File: config.mk
export PLATFORM = sky130hd
export DESIGN_NAME = seq_mem_controller
export DESIGN_NICKNAME = d
export VERILOG_FILES = /design/src/rtl/seq_mem_controller.sv
export SDC_FILE = /design/constraint.sdc
export NUM_CORES = 1
export LEC_CHECK = 0
export CAP_MARGIN = 20
export CORE_ASPECT_RATIO = 2
export CORE_MARGIN = 3
export CORE_UTILIZATION = 30
export DETAILED_ROUTE_END_ITERATION = 8
export GPL_ROUTABILITY_DRIVEN = 0
export PLACE_DENSITY = 0.62
export SETUP_SLACK_MARGIN = 0.15
export SYNTH_ARGS = -nofsm -noshare
export SYNTH_HDL_FRONTEND = slang
export SYNTH_SLANG_ARGS = --single-unit
File: constraint.sdc
create_clock -name clk -period 2.6 [get_ports clk]
set_clock_uncertainty 0.15 [all_clocks]
set_input_delay 0.26 -clock clk [delete_from_list [all_inputs] [get_ports clk]]
set_output_delay 0.26 -clock clk [all_outputs]
set_load 0.005 [all_outputs]
File: src/rtl/seq_mem_controller.sv
// -----------------------------------------------------------------------------
// seq_mem_controller
//   Master side of the PlaySeq sequence RAM. Records one-hot button presses
//   into the RAM and plays the stored sequence back on the LEDs. The RAM
//   registers its address, so read data is valid the cycle after ram_addr.
//
// Ports
//   clk       in   1         system clock, rising edge
//   reset     in   1         synchronous, active-high
//   record    in   1         pulse: start recording (idle) / stop recording
//   play      in   1         pulse: start playback of the stored sequence
//   buttons   in   DATA_W    synchronized button levels, 1 = pressed
//   ram_we    out  1         RAM write enable
//   ram_addr  out  ADDR_W    RAM address
//   ram_data  out  DATA_W    RAM write data
//   ram_q     in   DATA_W    RAM read data (valid 1 cycle after ram_addr)
//   leds      out  DATA_W    playback display
//   length    out  ADDR_W+1  number of stored steps, 0..2**ADDR_W
//   busy      out  1         high in every state except idle
//   done      out  1         one-cycle pulse when recording stops / playback ends
//
// Configuration
//   SEQ_PRELOAD_EN  when defined, reset sets length to the full RAM depth so
//                   play after reset replays the pre-programmed RAM image.
//                   When undefined, reset clears length to 0.
// -----------------------------------------------------------------------------
module seq_mem_controller #(
  parameter int ADDR_W     = 4,
  parameter int DATA_W     = 4,
  parameter int PLAY_TICKS = 1000,
  parameter int GAP_TICKS  = 250
) (
  input  logic              clk,
  input  logic              reset,
  input  logic              record,
  input  logic              play,
  input  logic [DATA_W-1:0] buttons,
  output logic              ram_we,
  output logic [ADDR_W-1:0] ram_addr,
  output logic [DATA_W-1:0] ram_data,
  input  logic [DATA_W-1:0] ram_q,
  output logic [DATA_W-1:0] leds,
  output logic [ADDR_W:0]   length,
  output logic              busy,
  output logic              done
);

  localparam int TICK_MAX = (PLAY_TICKS > GAP_TICKS) ? PLAY_TICKS : GAP_TICKS;
  localparam int TICK_W   = (TICK_MAX > 1) ? $clog2(TICK_MAX) : 1;

  localparam logic [TICK_W-1:0] PLAY_LAST = TICK_W'(PLAY_TICKS - 1);
  localparam logic [TICK_W-1:0] GAP_LAST  = TICK_W'(GAP_TICKS - 1);
  localparam logic [TICK_W-1:0] TICK_ONE  = TICK_W'(1);
  localparam logic [ADDR_W:0]   LEN_FULL  = {1'b1, {ADDR_W{1'b0}}};
  localparam logic [ADDR_W:0]   LEN_ONE   = {{ADDR_W{1'b0}}, 1'b1};
  localparam logic [DATA_W-1:0] BTN_ONE   = DATA_W'(1);

`ifdef SEQ_PRELOAD_EN
  localparam logic [ADDR_W:0]   LEN_RST   = LEN_FULL;
`else
  localparam logic [ADDR_W:0]   LEN_RST   = '0;
`endif

  typedef enum logic [3:0] {
    S_IDLE,
    S_REC_WAIT,
    S_REC_WRITE,
    S_REC_RELEASE,
    S_PLAY_ADDR,
    S_PLAY_LOAD,
    S_PLAY_SHOW,
    S_PLAY_GAP,
    S_FINISH
  } state_e;

  state_e              state_q, state_d;
  logic [ADDR_W:0]     index_q, index_d;    // one bit wider so index==LEN_FULL is reachable
  logic [TICK_W-1:0]   tick_q, tick_d;
  logic [ADDR_W:0]     length_q, length_d;
  logic                stop_q, stop_d;      // stop request seen during the write cycle
  logic [DATA_W-1:0]   prev_btn_q;

  logic                ram_we_q, ram_we_d;
  logic [ADDR_W-1:0]   ram_addr_q, ram_addr_d;
  logic [DATA_W-1:0]   ram_data_q, ram_data_d;
  logic [DATA_W-1:0]   leds_q, leds_d;
  logic                busy_q, busy_d;
  logic                done_q, done_d;

  // A press counts only on the edge from all-released to exactly one button.
  logic press_valid;
  assign press_valid = (prev_btn_q == '0) && (buttons != '0) &&
                       ((buttons & (buttons - BTN_ONE)) == '0);

  // ---------------------------------------------------------------------------
  // State register
  // ---------------------------------------------------------------------------
  always_ff @(posedge clk) begin
    // NOTE: every sequential assignment is non-blocking so all registers
    // update from the same pre-edge values, independent of statement order.
    if (reset) begin
      state_q    <= S_IDLE;
      index_q    <= '0;
      tick_q     <= '0;
      length_q   <= LEN_RST;
      stop_q     <= 1'b0;
      prev_btn_q <= '0;
      ram_we_q   <= 1'b0;
      ram_addr_q <= '0;
      ram_data_q <= '0;
      leds_q     <= '0;
      busy_q     <= 1'b0;
      done_q     <= 1'b0;
    end else begin
      state_q    <= state_d;
      index_q    <= index_d;
      tick_q     <= tick_d;
      length_q   <= length_d;
      stop_q     <= stop_d;
      prev_btn_q <= buttons;
      ram_we_q   <= ram_we_d;
      ram_addr_q <= ram_addr_d;
      ram_data_q <= ram_data_d;
      leds_q     <= leds_d;
      busy_q     <= busy_d;
      done_q     <= done_d;
    end
  end

  // ---------------------------------------------------------------------------
  // Next-state and counter logic
  // ---------------------------------------------------------------------------
  always_comb begin
    // NOTE: every variable gets a hold default first, so no path through the
    // case below can leave one unassigned and infer a latch.
    state_d  = state_q;
    index_d  = index_q;
    tick_d   = tick_q;
    length_d = length_q;
    stop_d   = stop_q;

    unique case (state_q)
      S_IDLE: begin
        stop_d = 1'b0;
        if (record) begin
          state_d  = S_REC_WAIT;
          length_d = '0;
        end else if (play) begin
          state_d = S_PLAY_ADDR;
          index_d = '0;
        end
      end
      S_REC_WAIT: begin
        if (record)           state_d = S_FINISH;
        else if (press_valid) state_d = S_REC_WRITE;
      end
      S_REC_WRITE: begin
        length_d = length_q + LEN_ONE;
        if (record) stop_d = 1'b1;
        state_d = S_REC_RELEASE;
      end
      S_REC_RELEASE: begin
        if (record || stop_q)     state_d = S_FINISH;
        else if (buttons == '0)   state_d = (length_q == LEN_FULL) ? S_FINISH : S_REC_WAIT;
      end
      S_PLAY_ADDR: begin
        state_d = (index_q == length_q) ? S_FINISH : S_PLAY_LOAD;
      end
      S_PLAY_LOAD: begin
        state_d = S_PLAY_SHOW;
        tick_d  = '0;
      end
      S_PLAY_SHOW: begin
        if (tick_q == PLAY_LAST) begin
          state_d = S_PLAY_GAP;
          tick_d  = '0;
        end else begin
          tick_d = tick_q + TICK_ONE;
        end
      end
      S_PLAY_GAP: begin
        if (tick_q == GAP_LAST) begin
          state_d = S_PLAY_ADDR;
          index_d = index_q + LEN_ONE;
        end else begin
          tick_d = tick_q + TICK_ONE;
        end
      end
      S_FINISH: begin
        stop_d  = 1'b0;
        state_d = S_IDLE;
      end
      default: state_d = S_IDLE;
    endcase
  end

  // ---------------------------------------------------------------------------
  // Registered outputs, computed from the transition being taken
  // ---------------------------------------------------------------------------
  always_comb begin
    ram_we_d   = (state_d == S_REC_WRITE);
    ram_addr_d = ram_addr_q;
    ram_data_d = ram_data_q;
    busy_d     = (state_d != S_IDLE);
    done_d     = (state_d == S_FINISH);

    if (state_q == S_REC_WAIT && state_d == S_REC_WRITE) begin
      ram_addr_d = length_q[ADDR_W-1:0];
      ram_data_d = buttons;
    end

    // The address is launched as PLAY_ADDR is entered, so the RAM has sampled
    // it by the end of PLAY_ADDR and ram_q is valid throughout PLAY_LOAD.
    // Nothing is driven when the index has reached the stored length.
    if (state_d == S_PLAY_ADDR && index_d != length_d) begin
      ram_addr_d = index_d[ADDR_W-1:0];
    end

    if (state_d == S_PLAY_SHOW) begin
      leds_d = (state_q == S_PLAY_LOAD) ? ram_q : leds_q;
    end else begin
      leds_d = '0;
    end
  end

  assign ram_we   = ram_we_q;
  assign ram_addr = ram_addr_q;
  assign ram_data = ram_data_q;
  assign leds     = leds_q;
  assign length   = length_q;
  assign busy     = busy_q;
  assign done     = done_q;

endmodule

# Word level (Yosys, flattened, before mapping)
# Cells that the tools add are included.
word_totals:
  register_bits: 44
  latch_bits: 0
  ramBits: 0
  romBits: 0
  in_bits: 12
  wordCells: 79
  n_memories: 0
op_classes:
  n_addsub: 4
  n_mul: 0
  n_div: 0
  n_lt_le_gt_ge: 0
  n_eq_ne: 19
  shifts: 0
  mux: 24
  bitwise_logic: 2
  reduce_logical: 18
ops:
  columns: ["cell", "count"]
  rows:
  - ["4-bit 2-to-1 mux", 12]
  - ["4-bit case mux with 8 select lines", 1]
  - ["10-bit case mux with 3 select lines", 1]
  - ["4-bit by 3-bit equality test with 1-bit output, second input constant", 6]
  - ["10-bit 2-to-1 mux", 2]
  - ["5-bit 2-to-1 mux", 4]
  - ["5-bit case mux with 2 select lines", 2]
  - ["4-bit logical NOT", 4]
  - ["4-bit by 2-bit equality test with 1-bit output, second input constant", 3]
  - ["10-bit by 1-bit adder with 10-bit output, second input constant", 1]
  - ["5-bit by 1-bit adder with 5-bit output, second input constant", 2]
  - ["10-bit equality test, second input constant", 1]
  - ["10-bit by 8-bit equality test with 1-bit output, second input constant", 1]
  - ["4-bit equality test, second input constant", 2]
  - ["4-bit nonzero test", 2]
  - ["5-bit equality test", 1]
  - ["5-bit equality test, second input constant", 1]
  - ["5-bit inequality test", 1]
  - ["4-bit bitwise AND", 1]
  - ["4-bit by 1-bit equality test with 1-bit output, second input constant", 1]
  - ["1-bit logical AND", 4]
  - ["2-bit inequality test, second input constant", 2]
  - ["2-bit AND reduction", 2]
  - ["2-bit nonzero test", 2]
  - ["7 further kinds", 8]

# Longest topological paths before layout
# Gate-level depths: netlist of run 1.
logic_depth:
  ltp_word: 11
  mapped_depth: 9

# Least setup slack after synthesis of run 1
# Ideal clock, no wire load.
synth_path:
  path_kind: "register to register"
  from: "register state_q[3]"
  to: "register ram_addr_q[0], in the netlist ram_addr[0]"
  arrival_ps: 2231
  setup_slack_ps: 99
  stages_incl_launch_ff: 9
  n_path_buf: 1
  path_cell_list: "dfxtp_1 buf_6 or4b_4 or3_4 a31o_1 o32ai_2 nor3_2 a31oi_4 mux2_2"
synth_between:
  elab_chain_cells: 6
  elab_cells_between_ends: 26
synth_lines:
  columns: ["element", "line", "source"]
  rows:
  - ["start: declaration", "76", "state_e state_q, state_d;"]
  - ["start signal: assignment", "115", "state_q <= state_d;"]
  - ["4-bit 2-to-1 mux, on equally long branches", "164, 148, 155", null]
  - ["4-bit 2-to-1 mux, on equally long branches", "163, 145, 154", null]
  - ["4-bit case mux with 8 select lines", "142", "unique case (state_q)"]
  - ["4-bit by 3-bit equality test with 1-bit output or 4-bit by 2-bit equality test with 1-bit output (tied branches)", "215, 207", null]
  - ["1-bit logical AND, on equally long branches", "215, 207", null]
  - ["4-bit 2-to-1 mux or 2-bit nonzero test (tied branches)", null, null]
  - ["end signal: assignment", "122", "ram_addr_q <= ram_addr_d;"]
  - ["end: declaration", "84", "logic [ADDR_W-1:0] ram_addr_q, ram_addr_d;"]
# Parallel ways exist; a longest one is shown, timed or not.
# A chain may end at the register's enable or synchronous reset.

# Worst setup path in the final report of run 1
layout_path:
  from: "register state_q[3]"
  to: "register ram_addr_q[3], in the netlist ram_addr[3]"
# Same word-level chain as after synthesis.

==> reports/metrics.csv, run 1 <==
metric;value;unit
status;complete, no violations;
fin crit share;96.3;%
drt pass-1 iters;4;
fill count;730;
RSZ-0062 raised after global routing;yes;
crit-path max cell delay;0.54;ns
met1 WL;2440;µm
worst slew pin tran;0.445;ns
first-pass GRT wire length;11500;µm
maxcap violations;0;
syn nets;295;
Data required, critical path;2.62;ns
Pwr per Cell Area;514;nW/µm²
final instance area;3500;µm²
register area;891;µm²
Post-Synthesis Cell Area;2420;µm²
slowest CP cell;or4b_4;
IO Pins;32;
highest metal used;met4;
H-tree lvl count;2;
largest family of logic cells by synthesized area;simple AND/OR/NAND/NOR gates;
DRC Markers;0;
Worst Min Path Start;leds[2];
Total GRT Usage;15.5;%
layout cells sized above 1;29.0;%
syn_area_per_cell;8.70;µm²
mux contribution to synthesized area;7.30;%
dpl cells;442;
drt initial violations;136;
worst setup margin;0.0971;ns
worst path bufs/invs;0;
initial core utilization;31.3;%
area delta synth->final;44.7;%
cells after synthesis;278;
total power;0.00180;W
worst vdd ir;0.257;mV
CP Launch Point;state_q[3];
cell leakage power;1.38;nW
Simple-Gate Fraction of Synth Area;28.2;%
initial antenna violation count;0;
vias in the first global route;2465;
DPL Wire Length;5380;µm
Reg clk slew, reported paths;0.06;ns
Slew headroom;70.3;%
dpl cell area;3210;µm²
grt total ovfl;0;
area of the multi-input gates;1560;µm²
Num CTS Buffers;5;
met3 wire len;147;µm
CP Launch Type;register;
largest net degree at the start of global routing;32;
Synth Flop Type;dfxtp_1;
Final nets;376;
final hold violation count;0;
routed length on met2;4170;µm
reg-to-reg startpoint;state_q[3];
die height;133;µm
Root Buffer Master;clkbuf_16;
CTS Hold Buffers Added;0;
post-route ant nets;0;
Warnings, synthesis;0;
core box area;7710;µm²
Post-synth ARST share;0;%
critical path class;reg2reg;
HP Class;reg2reg;
max-slew violation count;0;
CTS sink count;44;
DR WL/cell;15.4;µm
TritonCTS clock tree;yes;
CTS Buffer Depth;2;
min cycle time layout;2.50;ns
die area;9240;µm²
Worst-Skew Late Latency;0.29;ns
fmax;0.400;GHz
via count;2349;
Final Routed Wirelength;6960;µm
Worst setup EP type;register;
Final setup viols;0;
row cnt;45;
Post-Synth XOR/XNOR Area;5.80;%
Die Wd;69.5;µm
setup TNS;0;ns
Synth Register Bits;44;
Netlist cell types;56;
post-synthesis sequential area ratio;36.4;%
Critical Path, Cell by Cell;or4b_4, or3_4, a31o_1, o32ai_2, nor3_2, a31oi_4, mux2_4;
WP data arrival;2.53;ns
mean number of vias per cell;5.19;
ant diodes;0;
family with the most delay on the worst path;simple AND/OR/NAND/NOR gates;
Buffers on Ports;31;
Place WS;-0.211;ns
post-synthesis compound-gate area fraction;15.7;%
CP max FO;5;
adder-cell share of the synthesized area;2.59;%
final std cells w/o fill;453;
number of synthesized flops with an enable pin;0;
==> path summary, 6_finish.rpt <==
kind | slack, ns | depth (start not counted) | end
min | 0.35 | 2 | leds[2]
min reg2reg | 0.35 | 2 | leds[2]
max reg2reg | 0.1 | 7 | ram_addr[3]
max | 0.1 | 7 | ram_addr[3]
==> per-layer routing <==
metal | GRT usage, % | vias to the layer above
li1 | - | 1161
met1 | 14.4 | 1134
met2 | 30.9 | 38
met3 | 2.43 | 16
met4 | 8.26 | 0
met5 | 0 | -
==> cell type report <==
cell class                      count  share of cell area (%)
Timing Repair Buffer               88                    21.5
Sequential cell                    44                    25.5
Clock buffer                        7                    4.36
Multi-Input combinational cell    212                    44.5
Inverter                            8                   0.859
Tap cell                           94                    3.36
==> cells in the mapped netlist (6+ instances only) <==
| library cell | number | share of area (%) |
|---|---|---|
| dfxtp_1 | 44 | 36 |
| nor2_1 | 42 | 6.5 |
| mux2i_1 | 12 | 5.0 |
| nand3_1 | 11 | 2.3 |
| nand2_1 | 10 | 1.6 |
| a21oi_1 | 9 | 1.9 |
| inv_1 | 8 | 1.2 |
| nor2b_1 | 8 | 2.1 |
| nor3_1 | 8 | 1.7 |
| o21ai_0 | 8 | 1.7 |
| xnor2_1 | 8 | 2.9 |
| xor2_1 | 8 | 2.9 |
| a31oi_1 | 6 | 1.6 |
| clkbuf_1 | 6 | 0.93 |
| nand4_1 | 6 | 1.6 |
| nor4_1 | 6 | 1.6 |
==> stage by stage <==
| step | hold slack (ns) | util (%) |
|---|---|---|
| after floorplan | 0.202 | - |
| after global placement | 0.324 | 41.6 |
| after detailed placement | 0.340 | 41.6 |
| after CTS | 0.355 | 44.4 |
| after global routing | 0.391 | 45.3 |
| final | 0.349 | 45.3 |
==> sequential cells by signal, indices dropped and copies added (netlist names), 4 cells and up <==
signal      count
tick_q         10
leds            4
ram_addr        4
length          5
state_q         4
ram_data        4
index_q         5
prev_btn_q      4
==> placed cells by master (no fill, tap or decap), types with 6 or more instances in the layout <==
cell type	n
a21oi_1	8
inv_1	8
nand4_1	6
nor2_1	42
clkdlybuf4s50_1	31
nand2_1	10
o21ai_0	6
nand3_1	10
mux2i_1	12
buf_4	56
nor3_1	7
dfxtp_1	38
xnor2_1	8
nor2b_1	7
xor2_1	8
==> where the power goes <==
part           total, W  switching (W)  internal [W]
registers      0.000741      0.0000338      0.000707
clock network  0.000654       0.000251      0.000403
logic          0.000402       0.000204      0.000199
==> cell families after synthesis <==
family / count (synthesis)
buf+inv: 22
fa+ha+maj: 5
mux: 17
xor+xnor: 16
flops: 44
simple gates: 122
compound gates: 52
==> worst reg2reg max path: stages, from the launching register on <==
cell and delay, ns:
dfxtp_4 0.36, or4b_4 0.54, or3_4 0.35, a31o_1 0.19, o32ai_2 0.12, nor3_2 0.09, a31oi_4 0.27, mux2_4 0.33
==> what timing repair did <==
| item | in CTS | in global routing |
|---|---|---|
| endpoints found under the setup margin | 9 | 13 |
| resized for setup | 12 | 16 |
| endpoints found under the hold margin | 0 | 0 |
| pin swaps | 3 | 6 |
| gates cloned | 0 | 0 |
| setup buffers | 3 | 1 |
(Power assumes the default switching activity.)
==> inputs of run 2 (changes only) <==
--- a/config.mk
+++ b/config.mk
@@ -9,6 +9,7 @@
 export CORE_ASPECT_RATIO = 2
 export CORE_MARGIN = 3
 export CORE_UTILIZATION = 30
+export CTS_CLUSTER_DIAMETER = 50
 export DETAILED_ROUTE_END_ITERATION = 8
 export GPL_ROUTABILITY_DRIVEN = 0
 export PLACE_DENSITY = 0.62
==> constraint.sdc (replaced) <==
create_clock -name clk -period 2.6 [get_ports clk]
set_clock_uncertainty 0.15 [all_clocks]
set_input_delay 0.52 -clock clk [delete_from_list [all_inputs] [get_ports clk]]
set_output_delay 0.52 -clock clk [all_outputs]
set_load 0.005 [all_outputs]
==> run 2 against run 1 <==
Effect of this change:
- final area increased by 2.8%
- register-to-register slack got worse by 0.04 ns
- worst hold slack got worse by 0.0017 ns
- critical endpoint is now ram_addr[0]
- core utilization increased by 1.2 points
- worst setup slack got worse by 0.042 ns
- largest cell class unchanged
- combinational power increased by 3%
- highest routed layer unchanged
- sequential share of layout area decreased by 0.72 points
==> reports/metrics.csv, run 2 (synthesis results as in run 1) <==
metric;value;unit;change
Clock power frac;35.7;%;-0.7 points
vias in the first global route;2502;;+1.5%
layout cells sized above 1;31.3;%;+2.3 points
mean number of vias per cell;5.25;;+1.2%
worst slew pin tran;0.546;ns;+0.101 ns
worst vdd ir;0.227;mV;-12%
Seq pwr share;41.3;%;about the same
fill count;771;;+5.6%
register area;890;µm²;-0.14%
final std cells w/o fill;462;;+2.0%
cell-internal power;0.00129;W;-1.6%
Worst-Skew Late Latency;0.29;ns;about the same
dpl cell area;3220;µm²;+0.31%
WP depth;7;;unchanged
commonest non-fill, non-tap cell in the layout;buf_4;;
drt initial violations;100;;-26%
RSZ-0062 raised after global routing;yes;;
cell leakage power;1.45;nW;+5.4%
Total GRT Usage;16.0;%;+0.47 points
Pwr per Cell Area;499;nW/µm²;-2.9%
initial antenna violation count;0;;unchanged
DRC Markers;0;;unchanged
min cycle time layout;2.54;ns;+0.0420 ns
max FFs per register;10;;unchanged
Critical Path, Cell by Cell;or4b_4, or3_4, a31o_1, o32ai_4, nor3_4, a31oi_4, mux2_4;;
final hold violation count;0;;unchanged
drt pass-1 iters;4;;unchanged
Reg with most FFs;tick_q;;
core box area;7710;µm²;unchanged
grt total ovfl;0;;unchanged
Buffers on Ports;31;;unchanged
post-route ant nets;0;;unchanged
DR WL/cell;15.7;µm;+2.2%
H-tree lvl count;2;;unchanged
ant diodes;0;;unchanged
R2R cell count;7;;unchanged
Reg clk slew, reported paths;0.06;ns;about the same
final instance area;3590;µm²;+2.8%
fin crit share;97.9;%;+1.6 points
Comb power frac;23.1;%;+0.7 points
worst hold stages;2;;unchanged
Slew headroom;63.5;%;-6.8 points
fmax;0.393;GHz;-1.7%
family with the most delay on the worst path;simple AND/OR/NAND/NOR gates;;
CTS Hold Buffers Added;0;;unchanged
DPL Wire Length;5530;µm;+2.8%
Root Buffer Master;clkbuf_16;;
WP data arrival;2.57;ns;+0.04 ns
status;complete, no violations;;
CP max FO;6;;+1
dpl cells;445;;+0.68%
largest net degree at the start of global routing;14;;-56%
die area;9240;µm²;unchanged
CTS Buffer Depth;2;;unchanged
via count;2424;;+3.2%
HP Class;reg2reg;;
maxcap violations;0;;unchanged
Worst setup EP type;register;;
Final Routed Wirelength;7260;µm;+4.3%
Die Wd;69.5;µm;unchanged
first-pass GRT wire length;11800;µm;+2.8%
IO Pins;32;;unchanged
total power;0.00179;W;-0.23%
TritonCTS clock tree;yes;;
Final setup viols;0;;unchanged
area of the multi-input gates;1610;µm²;+3.6%
max-slew violation count;0;;unchanged
die height;133;µm;unchanged
row cnt;45;;unchanged
CP Launch Type;register;;
Psw;0.000505;W;+3.5%
Num CTS Buffers;5;;unchanged
Data required, critical path;2.63;ns;about the same
initial core utilization;31.3;%;unchanged
critical path class;reg2reg;;
Final nets;384;;+2.1%
area delta synth->final;48.7;%;
CTS sink count;44;;unchanged
slowest CP cell;or4b_4;;
most frequent cells in the layout;buf_4 (65), nor2_1 (41), dfxtp_1 (39);;
Switching Share;28.2;%;+1.0 points
crit-path max cell delay;0.55;ns;about the same
worst path bufs/invs;0;;unchanged
[run 2: per-layer routing]
| layer | global-route usage, % | share of wire (%) | vias to the layer above |
|---|---|---|---|
| met1 | 14.3 | 35 | 1157 |
| met2 | 31.2 | 57 | 54 |
| li1 | - | - | 1187 |
| met3 | 2.59 | 2.5 | 26 |
| met4 | 11.0 | 5.6 | 0 |
| met5 | 0 | 0 | - |
[run 2: area by class of cell]
cell class              count  share of cell area [%]
clock buffers               6                    3.86
repair buffers             96                    22.1
clock inverters             2                   0.279
flip-flops and latches     44                    24.8
well taps                  94                    3.27
inverters                   8                   0.836
multi-input cells         212                    44.8
[run 2: worst paths after layout]
check	start	end	slack (ns)
hold reg to reg	leds[3]	leds[3]	0.35
setup reg to reg	state_q[3]	ram_addr[0]	0.06
setup / recovery	state_q[3]	ram_addr[0]	0.06
hold / removal	leds[3]	leds[3]	0.35
[run 2: worst min-delay path, cell delays in order, from the launching register on]
cell and delay [ns]:
dfxtp_1 0.33, mux2i_1 0.06, nor2_1 0.07
[run 2: power groups by stage]
stage / combinational [W] / clock (W) / sequential, W
floorplan: 0.000216 / 0 / 0.000737
global placement: 0.000377 / 0 / 0.000748
detailed placement: 0.000379 / 0 / 0.000749
CTS: 0.000400 / 0.000658 / 0.000739
global route: 0.000448 / 0.000684 / 0.000743
finish: 0.000413 / 0.000640 / 0.000740
[run 2: what timing repair did]
item                       in CTS  in global routing
setup buffers                   4                  5
resized for setup              27                 13
cloned                          0                  0
pin swaps                      10                 10
setup endpoints to repair      11                 14
[run 2: stage by stage]
stage	utilization (%)	setup WS, ns	setup TNS [ns]	hold slack, ns
2_1_floorplan	-	0.133	0	0.335
3_3_place_gp	41.7	-0.441	-4.40	0.325
3_5_place_dp	41.7	-0.481	-4.40	0.338
4_1_cts	45.3	0.0352	0	0.352
5_1_grt	46.6	0.00901	0	0.401
6_report	46.6	0.0551	0	0.347
